<file path="src/rtl/ppu_fb_writer.sv">
// ppu_fb_writer: sink for the PPU pixel-write stream.
// Accepts in-window pixels in frame order, buffers them in a small FIFO,
// packs them to RGB565 and issues single-word framebuffer writes over a
// req/ack handshake. Drops data until a frame start and re-syncs after
// overflow or an out-of-sequence address.
//
// Optional build macro: PPU_FB_STATS_EN
//   defined   - overflow / addr_err / drop_cnt status is implemented
//   undefined - those outputs are tied to 0 (drop/re-sync behaviour unchanged)
//
// state   | meaning
// --------+-----------------------------------------------------------
// ST_SYNC | not frame-aligned; discard pixels until ppu_addr == BASE
// ST_RUN  | aligned; accept pixels whose address equals expect_q
module ppu_fb_writer #(
  parameter logic [23:0] BASE   = 24'hf00000,
  parameter int unsigned PIXELS = 130560,
  parameter int unsigned DEPTH  = 16
) (
  input  logic        clk_PPU,
  input  logic        n_reset_in,
  input  logic        in_valid,
  input  logic [23:0] ppu_addr,
  input  logic [23:0] ppu_rgb,
  output logic        mem_req,
  input  logic        mem_ack,
  output logic [23:0] mem_addr,
  output logic [15:0] mem_data,
  output logic        frame_done,
  output logic        synced,
  output logic        overflow,
  output logic        addr_err,
  output logic [15:0] drop_cnt
);

  localparam int          AW   = $clog2(DEPTH);
  localparam logic [23:0] LAST = BASE + 24'(PIXELS - 1);

  typedef enum logic {ST_SYNC, ST_RUN} state_t;

  state_t      state_q;
  logic [23:0] expect_q;
  logic [AW:0] rd_q, wr_q, rd_d, wr_d;
  logic [39:0] fifo_q [DEPTH];

  logic        mem_req_q, mem_req_d;
  logic [23:0] mem_addr_q;
  logic [15:0] mem_data_q;
  logic [39:0] head_d;
  logic        frame_done_q;

  logic        full, pop, hit, push, drop, mismatch;
  logic [15:0] pix565;

  // Low colour bits are discarded by the RGB565 packing.
  logic unused_rgb_lsbs;
  assign unused_rgb_lsbs = ^{ppu_rgb[18:16], ppu_rgb[9:8], ppu_rgb[2:0]};

  // Decode of the incoming pixel against FSM state and FIFO occupancy.
  always_comb begin
    pix565   = {ppu_rgb[23:19], ppu_rgb[15:10], ppu_rgb[7:3]};
    pop      = mem_req_q & mem_ack;
    full     = (rd_q[AW-1:0] == wr_q[AW-1:0]) && (rd_q[AW] != wr_q[AW]);
    mismatch = in_valid && (state_q == ST_RUN) && (ppu_addr != expect_q);
    hit      = 1'b0;
    if (in_valid) begin
      if (state_q == ST_SYNC) hit = (ppu_addr == BASE);
      else                    hit = (ppu_addr == expect_q) || (ppu_addr == BASE);
    end
    // A pop on the same edge frees a slot, so a full FIFO still accepts.
    push = hit & (~full | pop);
    drop = hit & full & ~pop;
    rd_d = rd_q + (AW+1)'(pop);
    wr_d = wr_q + (AW+1)'(push);
  end

  // Frame-alignment FSM: tracks the next expected address.
  always_ff @(posedge clk_PPU or negedge n_reset_in) begin
    if (!n_reset_in) begin
      state_q  <= ST_SYNC;
      expect_q <= BASE;
    end else if (in_valid) begin
      case (state_q)
        ST_SYNC: begin
          if (hit && !drop) begin
            state_q  <= ST_RUN;
            expect_q <= BASE + 24'd1;
          end
        end
        ST_RUN: begin
          if (drop) begin
            state_q <= ST_SYNC;
          end else if (!mismatch) begin
            expect_q <= (ppu_addr == LAST) ? BASE : expect_q + 24'd1;
          end else if (ppu_addr == BASE) begin
            expect_q <= BASE + 24'd1;
          end else begin
            state_q <= ST_SYNC;
          end
        end
        default: state_q <= ST_SYNC;
      endcase
    end
  end

  assign synced = (state_q == ST_RUN);

  // FIFO storage; contents need no reset since the pointers gate them.
  always_ff @(posedge clk_PPU) begin
    if (push) fifo_q[wr_q[AW-1:0]] <= {ppu_addr, pix565};
  end

  // FIFO pointers with an extra wrap bit to tell full from empty.
  always_ff @(posedge clk_PPU or negedge n_reset_in) begin
    if (!n_reset_in) begin
      rd_q <= '0;
      wr_q <= '0;
    end else begin
      rd_q <= rd_d;
      wr_q <= wr_d;
    end
  end

  // Next FIFO head, bypassing storage when the pushed pixel becomes head.
  always_comb begin
    mem_req_d = (rd_d != wr_d);
    head_d    = fifo_q[rd_d[AW-1:0]];
    if (push && (rd_d == wr_q)) head_d = {ppu_addr, pix565};
  end

  // Registered memory port and end-of-frame pulse.
  always_ff @(posedge clk_PPU or negedge n_reset_in) begin
    if (!n_reset_in) begin
      mem_req_q    <= 1'b0;
      mem_addr_q   <= '0;
      mem_data_q   <= '0;
      frame_done_q <= 1'b0;
    end else begin
      mem_req_q <= mem_req_d;
      if (mem_req_d) begin
        mem_addr_q <= head_d[39:16];
        mem_data_q <= head_d[15:0];
      end
      frame_done_q <= pop && (mem_addr_q == LAST);
    end
  end

  assign mem_req    = mem_req_q;
  assign mem_addr   = mem_addr_q;
  assign mem_data   = mem_data_q;
  assign frame_done = frame_done_q;

`ifdef PPU_FB_STATS_EN
  logic        overflow_q;
  logic        addr_err_q;
  logic [15:0] drop_cnt_q;

  // Sticky error flags and saturating drop counter.
  always_ff @(posedge clk_PPU or negedge n_reset_in) begin
    if (!n_reset_in) begin
      overflow_q <= 1'b0;
      addr_err_q <= 1'b0;
      drop_cnt_q <= '0;
    end else begin
      if (drop) overflow_q <= 1'b1;
      if (mismatch) addr_err_q <= 1'b1;
      if (drop && (drop_cnt_q != 16'hffff)) drop_cnt_q <= drop_cnt_q + 16'd1;
    end
  end

  assign overflow = overflow_q;
  assign addr_err = addr_err_q;
  assign drop_cnt = drop_cnt_q;
`else
  assign overflow = 1'b0;
  assign addr_err = 1'b0;
  assign drop_cnt = 16'd0;
`endif

endmodule

</file>
<file path="config.mk">
export PLATFORM = sky130hd
export DESIGN_NAME = ppu_fb_writer
export DESIGN_NICKNAME = d
export VERILOG_FILES = /design/src/rtl/ppu_fb_writer.sv
export SDC_FILE = /design/constraint.sdc
export NUM_CORES = 1
export LEC_CHECK = 0
export BUFFER_PORTS_ARGS = -buffer_cell sky130_fd_sc_hd__buf_2
export CAP_MARGIN = 5
export CORE_UTILIZATION = 50
export DETAILED_ROUTE_END_ITERATION = 8
export PLACE_DENSITY_LB_ADDON = 0.12
export SLEW_MARGIN = 25
export SYNTH_ARGS = -nofsm -noshare
export SYNTH_HDL_FRONTEND = slang
export SYNTH_SLANG_ARGS = --single-unit
</file>
<file path="constraint.sdc">
create_clock -name clk_PPU -period 5.5 [get_ports clk_PPU]
set_input_delay 0.275 -clock clk_PPU [delete_from_list [all_inputs] [get_ports clk_PPU]]
set_output_delay 0.275 -clock clk_PPU [all_outputs]
set_load 0.1 [all_outputs]
</file>
Word level (Yosys, flattened, before mapping)
Memory sizes are Yosys's and may differ from the RTL's.
Index checks and enable logic that the tools add are counted.
{"block": "classes", "n_addsub": 3, "n_eq_ne": 12, "muxes": 16, "n_bitwise": 8, "n_reduce_logical": 9}
{"operator": "two-way mux 24 bit", "count": 5}
{"operator": "equality test 24 bit, second input constant", "count": 3}
{"operator": "case mux 24 bit (2 select lines)", "count": 1}
{"operator": "two-way mux 40 bit", "count": 1}
{"operator": "adder 24 x 1 -> 24 bit, second input constant", "count": 1}
{"operator": "equality test 24 bit", "count": 1}
{"operator": "inequality test 24 bit", "count": 1}
{"operator": "adder 5 x 1 -> 5 bit", "count": 2}
{"operator": "two-way mux 1 bit", "count": 8}
{"operator": "logical AND 1 bit", "count": 6}
{"operator": "equality test 5 bit", "count": 1}
{"operator": "inequality test 5 bit", "count": 1}
{"operator": "AND 1 bit", "count": 4}
{"operator": "equality test 4 bit", "count": 1}
{"operator": "AND reduction 4 bit", "count": 1}
{"operator": "inequality test 3 x 2 -> 1 bit, second input constant", "count": 1}
{"operator": "inverter 1 bit", "count": 3}
{"operator": "inequality test 2 x 1 -> 1 bit, second input constant", "count": 1}
{"operator": "inequality test 2 bit, second input constant", "count": 1}
{"operator": "case mux 1 bit (2 select lines)", "count": 1}
{"operator": "logical NOT 1 bit", "count": 1}
{"operator": "logical OR 1 bit", "count": 1}
{"operator": "inequality test 1 bit", "count": 1}
{"operator": "bitwise OR 1 bit", "count": 1}
{"block": "totals", "register_bits": 77, "ramBits": 640, "inputBits": 52, "output_inout_bits": 61, "elab_cells": 57, "mem_count": 1}
{"name": "fifo_q", "words": 16, "width": 40, "read_ports": 1, "rd_ports_with_merged_regs": 0, "write_ports": 1, "line_no": "44", "source": "logic [39:0] fifo_q [DEPTH];"}

Longest topological paths before layout
Gate-level depths: netlist of run 1.
{"block": "logic_depth", "ltp_word": 10, "mapped_depth": 19}

Worst setup path after synthesis of run 1
No wires, ideal clock.
{"block": "synth_timing", "path_kind": "register -> register", "start": "register mem_req_q, in the netlist mem_req", "end": "memory fifo_q[0][0], enable pin", "setup_time_ns": 0.487, "arrival_ns": 4.812, "slack_ns": 0.201, "path_stages_with_launch": 8, "n_path_buf": 1, "period_less_slack_ns": 5.299, "path_cell_list": "dfrtp_1 -> and2_1 -> nor2_1 -> a21oi_1 -> nand2_2 -> buf_2 -> or3_1 -> nor3_1"}
{"block": "synth_between", "elab_chain_len": 5}
{"element": "start, declared", "line_no": "46", "source": "logic mem_req_q, mem_req_d;"}
{"element": "start signal, assigned", "line_no": "139", "source": "mem_req_q <= mem_req_d;"}
{"element": "AND 1 bit", "line_no": "62", "source": "pop = mem_req_q & mem_ack;"}
{"element": "bitwise OR 1 bit", "line_no": "71", "source": "push = hit & (~full | pop);"}
{"element": "AND 1 bit", "line_no": "71"}
{"element": "two-way mux 1 bit", "line_no": "110", "source": "if (push) fifo_q[wr_q[AW-1:0]] <= {ppu_addr, pix565};"}
{"element": "two-way mux 1 bit (not written as such)", "line_no": "110"}
{"element": "end, declared", "line_no": "44"}
Every way passes these cells.

Worst setup path after layout of run 1
{"block": "layout_timing", "start": "register wr_q[3]", "end": "register mem_addr_q[6], in the netlist mem_addr[6]"}
{"block": "layout_between", "elab_chain_len": 7, "elab_cells_between_ends": 10, "cone_classes": "add/sub: 1; eq/ne: 3; mux: 1; bitwise: 3; reduce/logical: 2"}
{"element": "start, declared", "line_no": "43", "source": "logic [AW:0] rd_q, wr_q, rd_d, wr_d;"}
{"element": "start signal, assigned", "line_no": "120", "source": "wr_q <= wr_d;"}
{"element": "equality test 4 bit", "line_no": "63", "source": "full = (rd_q[AW-1:0] == wr_q[AW-1:0]) && (rd_q[AW] != wr_q[AW]);"}
{"element": "logical AND 1 bit", "line_no": "63"}
{"element": "inverter 1 bit", "line_no": "71"}
{"element": "bitwise OR 1 bit", "line_no": "71"}
{"element": "AND 1 bit", "line_no": "71"}
{"element": "adder 5 x 1 -> 5 bit *", "line_no": "74", "source": "wr_d = wr_q + (AW+1)'(push);"}
{"element": "net wr_d[4]", "line_no": "43"}
{"element": "inequality test 5 bit *", "line_no": "126", "source": "mem_req_d = (rd_d != wr_d);"}
{"element": "end signal, assigned", "line_no": "141", "source": "mem_addr_q <= head_d[39:16];"}
{"element": "end, declared", "line_no": "47", "source": "logic [23:0] mem_addr_q;"}
Mark *: on every way through the listed nets, which the timed path passes. The rest lies on a longest branch.
A chain may end at the register's enable or synchronous reset.

==> results of run 1 <==
==> critical path: stages (launching register included) <==
cell and delay (ns):
dfrtp_1 0.54, xor2_1 0.24, nor4_1 0.45, a21oi_1 0.24
nand2_2 0.12, buf_4 0.26, inv_1 0.09, ha_1 0.21
ha_1 0.22, nand3_1 0.11, xnor2_1 0.16, xnor2_1 0.10
nor2_1 0.11, nand4_1 0.54, buf_12 0.42, nand3_1 0.09
o221ai_1 0.12
==> how the worst max path moves through the flow <==
| stage | start | to |
|---|---|---|
| after floorplan | mem_req | fifo_q[0][0] |
| after global placement | ppu_addr[16] | fifo_q[2][25] |
| after detailed placement | ppu_addr[16] | mem_addr[18] |
| after CTS | wr_q[3] | mem_addr[18] |
| after global routing | wr_q[3] | mem_addr[18] |
| final | wr_q[3] | mem_addr[6] |
==> kinds of logic after synthesis <==
family          count (synthesis)
flops                         717
simple gates                  240
mux                           200
buf+inv                       120
compound gates                 97
xor+xnor                       45
fa+ha+maj                       5
other cells                     1
==> sequential cells by signal, indices dropped and copies added (netlist names) <==
signal	count
mem_addr	24
rd_q	5
wr_q	5
synced	1
fifo_q	640
expect_q	24
mem_req	1
mem_data	16
frame_done	1
==> layout by cell type (no fill, tap or decap), types with 5 or more instances in the layout <==
cell type  instances
nand2b_1           6
clkbuf_8           7
nor2_1            45
nand3_1           55
nand4_1           21
nor3_2             5
buf_4             23
a2bb2oi_1         14
inv_1             17
clkbuf_16         75
bufinv_16          7
o221ai_1           8
nor4_1            11
clkbuf_1          25
mux4_2           200
clkinv_2           7
xor2_1            10
dfrtp_1           73
nand2_1           64
nor2_4            12
o22ai_1            7
buf_12            15
clkinv_1           8
edfxtp_1         640
o31ai_2            9
a31oi_1           35
buf_2             85
xnor2_1           33
conb_1            18
==> power by group through the flow <==
stage | clock network [W] | logic (W) | registers [W]
finish | 0.00503 | 0.000195 | 0.00593
global route | 0.00532 | 0.000209 | 0.00593
CTS | 0.00511 | 0.000196 | 0.00593
detailed placement | 0 | 0.000194 | 0.00604
global placement | 0 | 0.000187 | 0.00604
floorplan | 0 | 0.0000789 | 0.00605
==> per-stage QoR <==
stage | total power [W] | utilization | instances | instance area (um2)
3_3_place_gp | 0.00623 | 0.534 | 2218 | 30200
5_1_grt | 0.0115 | 0.577 | 2357 | 32600
6_report | 0.0112 | 0.577 | 2357 | 32600
4_1_cts | 0.0112 | 0.577 | 2357 | 32600
2_1_floorplan | 0.00613 | - | 1442 | 28700
3_5_place_dp | 0.00624 | 0.534 | 2218 | 30200
==> per-layer routing <==
metal	up-vias	wire (um)	global-route usage
li1	6050	-	-
met1	7766	29400	0.352
met2	433	34600	0.400
met3	85	4000	0.0425
met4	4	1160	0.0675
met5	-	21	0
==> final cells by class <==
cell class	count	area [um2]
clock buffer	107	2070
clock inverter	29	363
fill	4208	23900
inverter	17	63.8
multi-input combinational	605	7090
sequential	717	21200
tap	756	946
timing repair buffer	126	928
==> timing repair <==
action                                 in CTS  in global routing
hold buffers                                3                  0
resized for setup                           0                  0
endpoints found under the hold margin      35                  0
==> flow_metrics.py, run 1 <==
metrics = {
    "worst_setup_path": {
        "r2r-start": "wr_q[3]",
        "cp-end-kind": "register",
        "reg2reg_to": "mem_addr[6]",
        "crit_type": "register to register",
        "cp-start-kind": "register",
        "cp_data_arrival_time_ns": 4.65,
        "r2r_slack_ns": 1.30,
        "cp_max_fo": 41,
        "reg2regPathDepth": 16,
        "required_ns": 5.96,
    },
    "place": {
        "globalplace.congestion": 0.753,
        "hpwl_um": 35600,
        "place_ws_ns": 1.24,
        "buffer_ports.inserted": 86,
    },
    "global_route": {
        "grt_pass1_wl_um": 101000,
        "grt_overflow": 0,
        "grt_pass1_vias": 14883,
        "antenna_found_initial": 3,
        "grt_usage": 0.248,
        "grt_max_degree": 149,
    },
    "yosys": {
        "ys_seq_area_frac": 0.739,
        "synth_edf_count": 640,
        "synthXorXnorAreaFrac": 0.0143,
        "synth_compound_area_frac": 0.0263,
        "synthAdderAreaFrac": 0.00219,
        "synth-simple-area-share": 0.0397,
        "yosysTopAreaCellShare": 0.672,
        "yosys-top-cells-count": "edfxtp_1, mux4_2, dfrtp_1, nand2_1, nor2_1",
        "yosys.cell_types.count": 52,
        "yosys_register_bits": 717,
        "async_flop_share": 0.107,
        "synth-main-ff-cell": "edfxtp_1",
        "yosysMostFrequentCell": "edfxtp_1",
        "synth_largest_area_cell": "edfxtp_1",
        "synth_mux_area_frac": 0.157,
        "synth_cells": 1425,
        "ys_top_cells_by_area": "edfxtp_1, mux4_2, dfrtp_1",
        "synth_top_family_by_area": "multiplexers",
        "syn_area_um2": 28600,
        "avgSynthCellArea_um2": 20.1,
        "ys_warn_count": 0,
    },
    "drt": {
        "drc": 0,
        "wl_um": 69200,
        "ant_nets": 0,
        "vias_per_cell": 6.08,
        "wire_per_inst_um": 29.3,
        "drtIter0Drc": 1364,
        "dr.pass1.iters": 5,
        "vias": 14338,
    },
    "pwr": {
        "cellLeakagePower_nw": 10.5,
        "power_density_nw_per_um2": 342,
        "power.internal_w": 0.00891,
        "p_sw_w": 0.00224,
        "pwr-share-clk": 0.451,
        "ir_drop_uv": 258,
        "power_frac_seq": 0.532,
        "p_sw_frac": 0.201,
        "pwr-share-comb": 0.017,
    },
    "status": {
        "status": "complete, no violations",
    },
    "layout": {
        "drive_gt1_frac": 0.295,
        "area_growth_pct": 14.0,
        "n_antenna_cell": 0,
        "nets": 1598,
    },
    "flow_run": {
        "maxCapViolations": 0,
    },
    "worst_hold_path": {
        "hold_start": "ppu_rgb[11]",
        "hold_path_depth": 1,
        "hold_path_end": "fifo_q[2][6]",
        "hold_class": "input port to register",
    },
    "clock_network": {
        "cts_tree": "yes",
        "cts_num_sinks": 717,
        "path_clk_slew_ns": 0.06,
        "cts_root_buffer": "clkbuf_16",
        "cts_setup_buffers": 0,
        "cts-buffers-inserted": 74,
        "htree_levels": 3,
        "clk_path_buf_depth": 3,
        "clkLatencyLatePin_ns": 0.63,
    },
    "floorplan": {
        "die_x_um": 241,
        "rows": 87,
        "die_h_um": 241,
        "io_pins": 113,
        "design.core.area_um2": 56500,
        "initial_core_util": 0.507,
        "die-area_um2": 58200,
    },
    "sta": {
        "maxSlewViolCount": 0,
        "finalSetupViolations": 0,
        "setup_tns_ns": 0,
        "hold_ws_ns": 0.0471,
        "post-route-period-util": 0.763,
        "max_freq_ghz": 0.238,
        "hold_viol_final": 0,
        "min_period_ns": 4.20,
        "fin_ws_ns": 1.30,
        "rsz0062_at_grt": "false",
        "tightest_slew_ns": 0.990,
        "slew-limit-headroom": 0.340,
        "fin_worst_skew_ns": 0.0314,
    },
}
(Power assumes the default switching activity.)
==> run 2: changes to the inputs <==
--- a/config.mk
+++ b/config.mk
@@ -5,6 +5,7 @@
 export SDC_FILE = /design/constraint.sdc
 export NUM_CORES = 1
 export LEC_CHECK = 0
+export ABC_AREA = 1
 export BUFFER_PORTS_ARGS = -buffer_cell sky130_fd_sc_hd__buf_2
 export CAP_MARGIN = 5
 export CORE_UTILIZATION = 50
==> constraint.sdc (replaced) <==
create_clock -name clk_PPU -period 3.6 [get_ports clk_PPU]
set_input_delay 0.18 -clock clk_PPU [delete_from_list [all_inputs] [get_ports clk_PPU]]
set_output_delay 0.18 -clock clk_PPU [all_outputs]
set_load 0.1 [all_outputs]
==> flow_metrics.py, run 2 <==
metrics = {
    "place": {
        "buffer_ports.inserted": 86,
        "globalplace.congestion": 0.880,
        "hpwl_um": 46100,
        "place_ws_ns": 0.122,
    },
    "worst_setup_path": {
        "crit_type": "register to register",
        "slowest_delay_ns": 0.42,
        "required_ns": 4.11,
        "reg2reg_to": "mem_data[0]",
        "critPathBufInv": 3,
        "crit_path_top_delay_cell": "dfrtp_1",
        "crit_family": "simple AND/OR/NAND/NOR gates",
        "r2r-start": "mem_req",
        "cp-end-kind": "register",
        "cp_data_arrival_time_ns": 3.86,
        "cp_max_fo": 38,
        "path_cells": "nand2_1, inv_1, a211oi_1, nand3b_2, a21boi_2, ha_1, ha_1, xor2_2, or2_2, nand4_1, a21oi_2, nand3_4, buf_12, nand3_1, nand2_1, inv_1",
        "reg2regPathDepth": 16,
        "cp-start-kind": "register",
        "r2r_slack_ns": 0.25,
        "crit_start": "mem_req",
    },
    "yosys": {
        "async_flop_share": 0.107,
        "ys_warn_count": 0,
        "syn_area_um2": 29900,
        "yosysTopAreaCellShare": 0.642,
        "synth_mux_area_frac": 0,
        "ys_top_cells_by_area": "edfxtp_1, o21ai_0, dfrtp_1",
        "synth_edf_count": 640,
        "synthAdderAreaFrac": 0.00209,
        "synth-simple-area-share": 0.120,
        "avgSynthCellArea_um2": 11.7,
        "synthXorXnorAreaFrac": 0.0122,
        "ys_seq_area_frac": 0.707,
        "yosys-top-cells-count": "edfxtp_1, nor2_1, o21ai_0, o22ai_1, nand2_1",
        "yosys.cell_types.count": 43,
        "synth_compound_area_frac": 0.117,
        "yosysMostFrequentCell": "edfxtp_1",
        "synth_largest_area_cell": "edfxtp_1",
        "synth_cells": 2552,
        "synth-main-ff-cell": "edfxtp_1",
        "synth_top_family_by_area": "simple AND/OR/NAND/NOR gates",
        "yosys_register_bits": 717,
    },
    "pwr": {
        "power_density_nw_per_um2": 891,
        "cellLeakagePower_nw": 12.1,
        "ir_drop_uv": 875,
    },
    "drt": {
        "dr.pass1.iters": 8,
        "vias": 20842,
        "ant_nets": 0,
        "vias_per_cell": 5.95,
        "drc": 18,
        "drtIter0Drc": 2173,
        "wire_per_inst_um": 24.0,
        "wl_um": 84100,
    },
    "global_route": {
        "grt_pass1_wl_um": 125000,
        "grt_usage": 0.279,
        "grt_max_degree": 168,
        "antenna_found_initial": 2,
        "grt_pass1_vias": 19853,
        "grt_overflow": 0,
    },
    "worst_hold_path": {
        "hold_start": "ppu_addr[19]",
        "hold_path_depth": 2,
        "hold_path_end": "fifo_q[7][35]",
        "hold_class": "input port to register",
    },
    "sta": {
        "tightest_slew_ns": 0.964,
        "finalSetupViolations": 0,
        "rsz0062_at_grt": "false",
        "slew-limit-headroom": 0.351,
        "setup_tns_ns": 0,
        "maxSlewViolCount": 0,
        "hold_ws_ns": 0.0489,
        "post-route-period-util": 0.930,
        "max_freq_ghz": 0.299,
        "min_period_ns": 3.35,
        "fin_ws_ns": 0.253,
        "hold_viol_final": 0,
        "fin_worst_skew_ns": 0.0229,
    },
    "layout": {
        "area_growth_pct": 15.1,
        "final_cell_mix": "edfxtp_1, nor2_1, o21ai_0",
        "postLayoutCoreUtil": 0.583,
        "layout_commonest_cell": "edfxtp_1",
        "drive_gt1_frac": 0.122,
        "largest_reg_flops": 640,
        "n_fill_cell": 4824,
        "nets": 2731,
        "n_antenna_cell": 0,
    },
    "floorplan": {
        "die_h_um": 247,
        "initial_core_util": 0.506,
        "io_pins": 113,
        "die-area_um2": 60900,
        "rows": 89,
        "die_x_um": 247,
        "design.core.area_um2": 59100,
    },
    "clock_network": {
        "cts_num_sinks": 717,
        "clk_path_buf_depth": 3,
        "htree_levels": 3,
        "cts_root_buffer": "clkbuf_16",
        "path_clk_slew_ns": 0.06,
        "cts_tree": "yes",
        "cts-buffers-inserted": 74,
        "clkLatencyLatePin_ns": 0.63,
    },
    "status": {
        "violations": "design-rule violations",
        "status": "finished, violations left",
    },
    "flow_run": {
        "maxCapViolations": 0,
    },
}
==> run 2: changes by cell type after synthesis, moves of 33 or more <==
cell,delta
a31oi_1,-33
clkbuf_1,+68
inv_1,+97
mux4_2,-200
nand2_1,+129
nand4_1,+39
nor2_1,+405
o21ai_0,+379
o21ai_1,+35
o22ai_1,+199
==> run 2: metal layers <==
layer | vias up | wire, um | track usage
met2 | 860 | 40000 | 0.452
met4 | 2 | 2280 | 0.0968
met3 | 137 | 5880 | 0.0348
met1 | 10405 | 35900 | 0.389
met5 | - | 13 | 0
li1 | 9438 | - | -
==> run 2: metrics by stage <==
stage / total power, W / cells / cell area, um2
after floorplan: 0.0191 / 2569 / 30000
after global placement: 0.0230 / 3347 / 31800
after detailed placement: 0.0232 / 3347 / 31800
after CTS: 0.0307 / 3501 / 34400
after global routing: 0.0323 / 3505 / 34500
final: 0.0307 / 3505 / 34500
==> run 2: how the worst max path moves through the flow <==
stage | endpoint | slack (ns) | cells after the start
detailed placement | mem_addr[14] | 0.12 | 16
floorplan | fifo_q[10][0] | -0.42 | 8
global route | mem_data[0] | 0.02 | 18
finish | mem_data[0] | 0.25 | 16
CTS | mem_addr[14] | 0.12 | 19
global placement | mem_addr[16] | 0.23 | 16
==> run 2: layout make-up <==
| type | count | area [um2] | share of cell area |
|---|---|---|---|
| Inverter | 118 | 453 | 0.0131 |
| Tap cell | 773 | 967 | 0.0281 |
| Clock buffer | 101 | 2030 | 0.0588 |
| Clock inverter | 33 | 339 | 0.00984 |
| Timing Repair Buffer | 209 | 1720 | 0.0500 |
| Multi-Input combinational cell | 1554 | 7790 | 0.226 |
| Sequential cell | 717 | 21200 | 0.614 |
==> run 2: logic make-up (layout without fill, tap and decap cells) <==
kind of cell | Yosys count | in the layout
compound gates | 643 | 643
xor+xnor | 41 | 41
fa+ha+maj | 5 | 5
buf+inv | 298 | 461
flops | 717 | 717
other cells | 1 | 18
simple gates | 847 | 847
==> run 2: report_power, final <==
part	switching, W	internal, W
Clock	0.00313	0.00439
Sequential	0.000274	0.00939
Combinational	0.00979	0.00371
Total	0.0132	0.0175
==> run 2: repair_timing <==
action,in CTS,in global routing
setup buffers,0,4
resized for setup,0,5
hold buffers,20,0
endpoints found under the hold margin,316,0
endpoints found under the setup margin,0,39
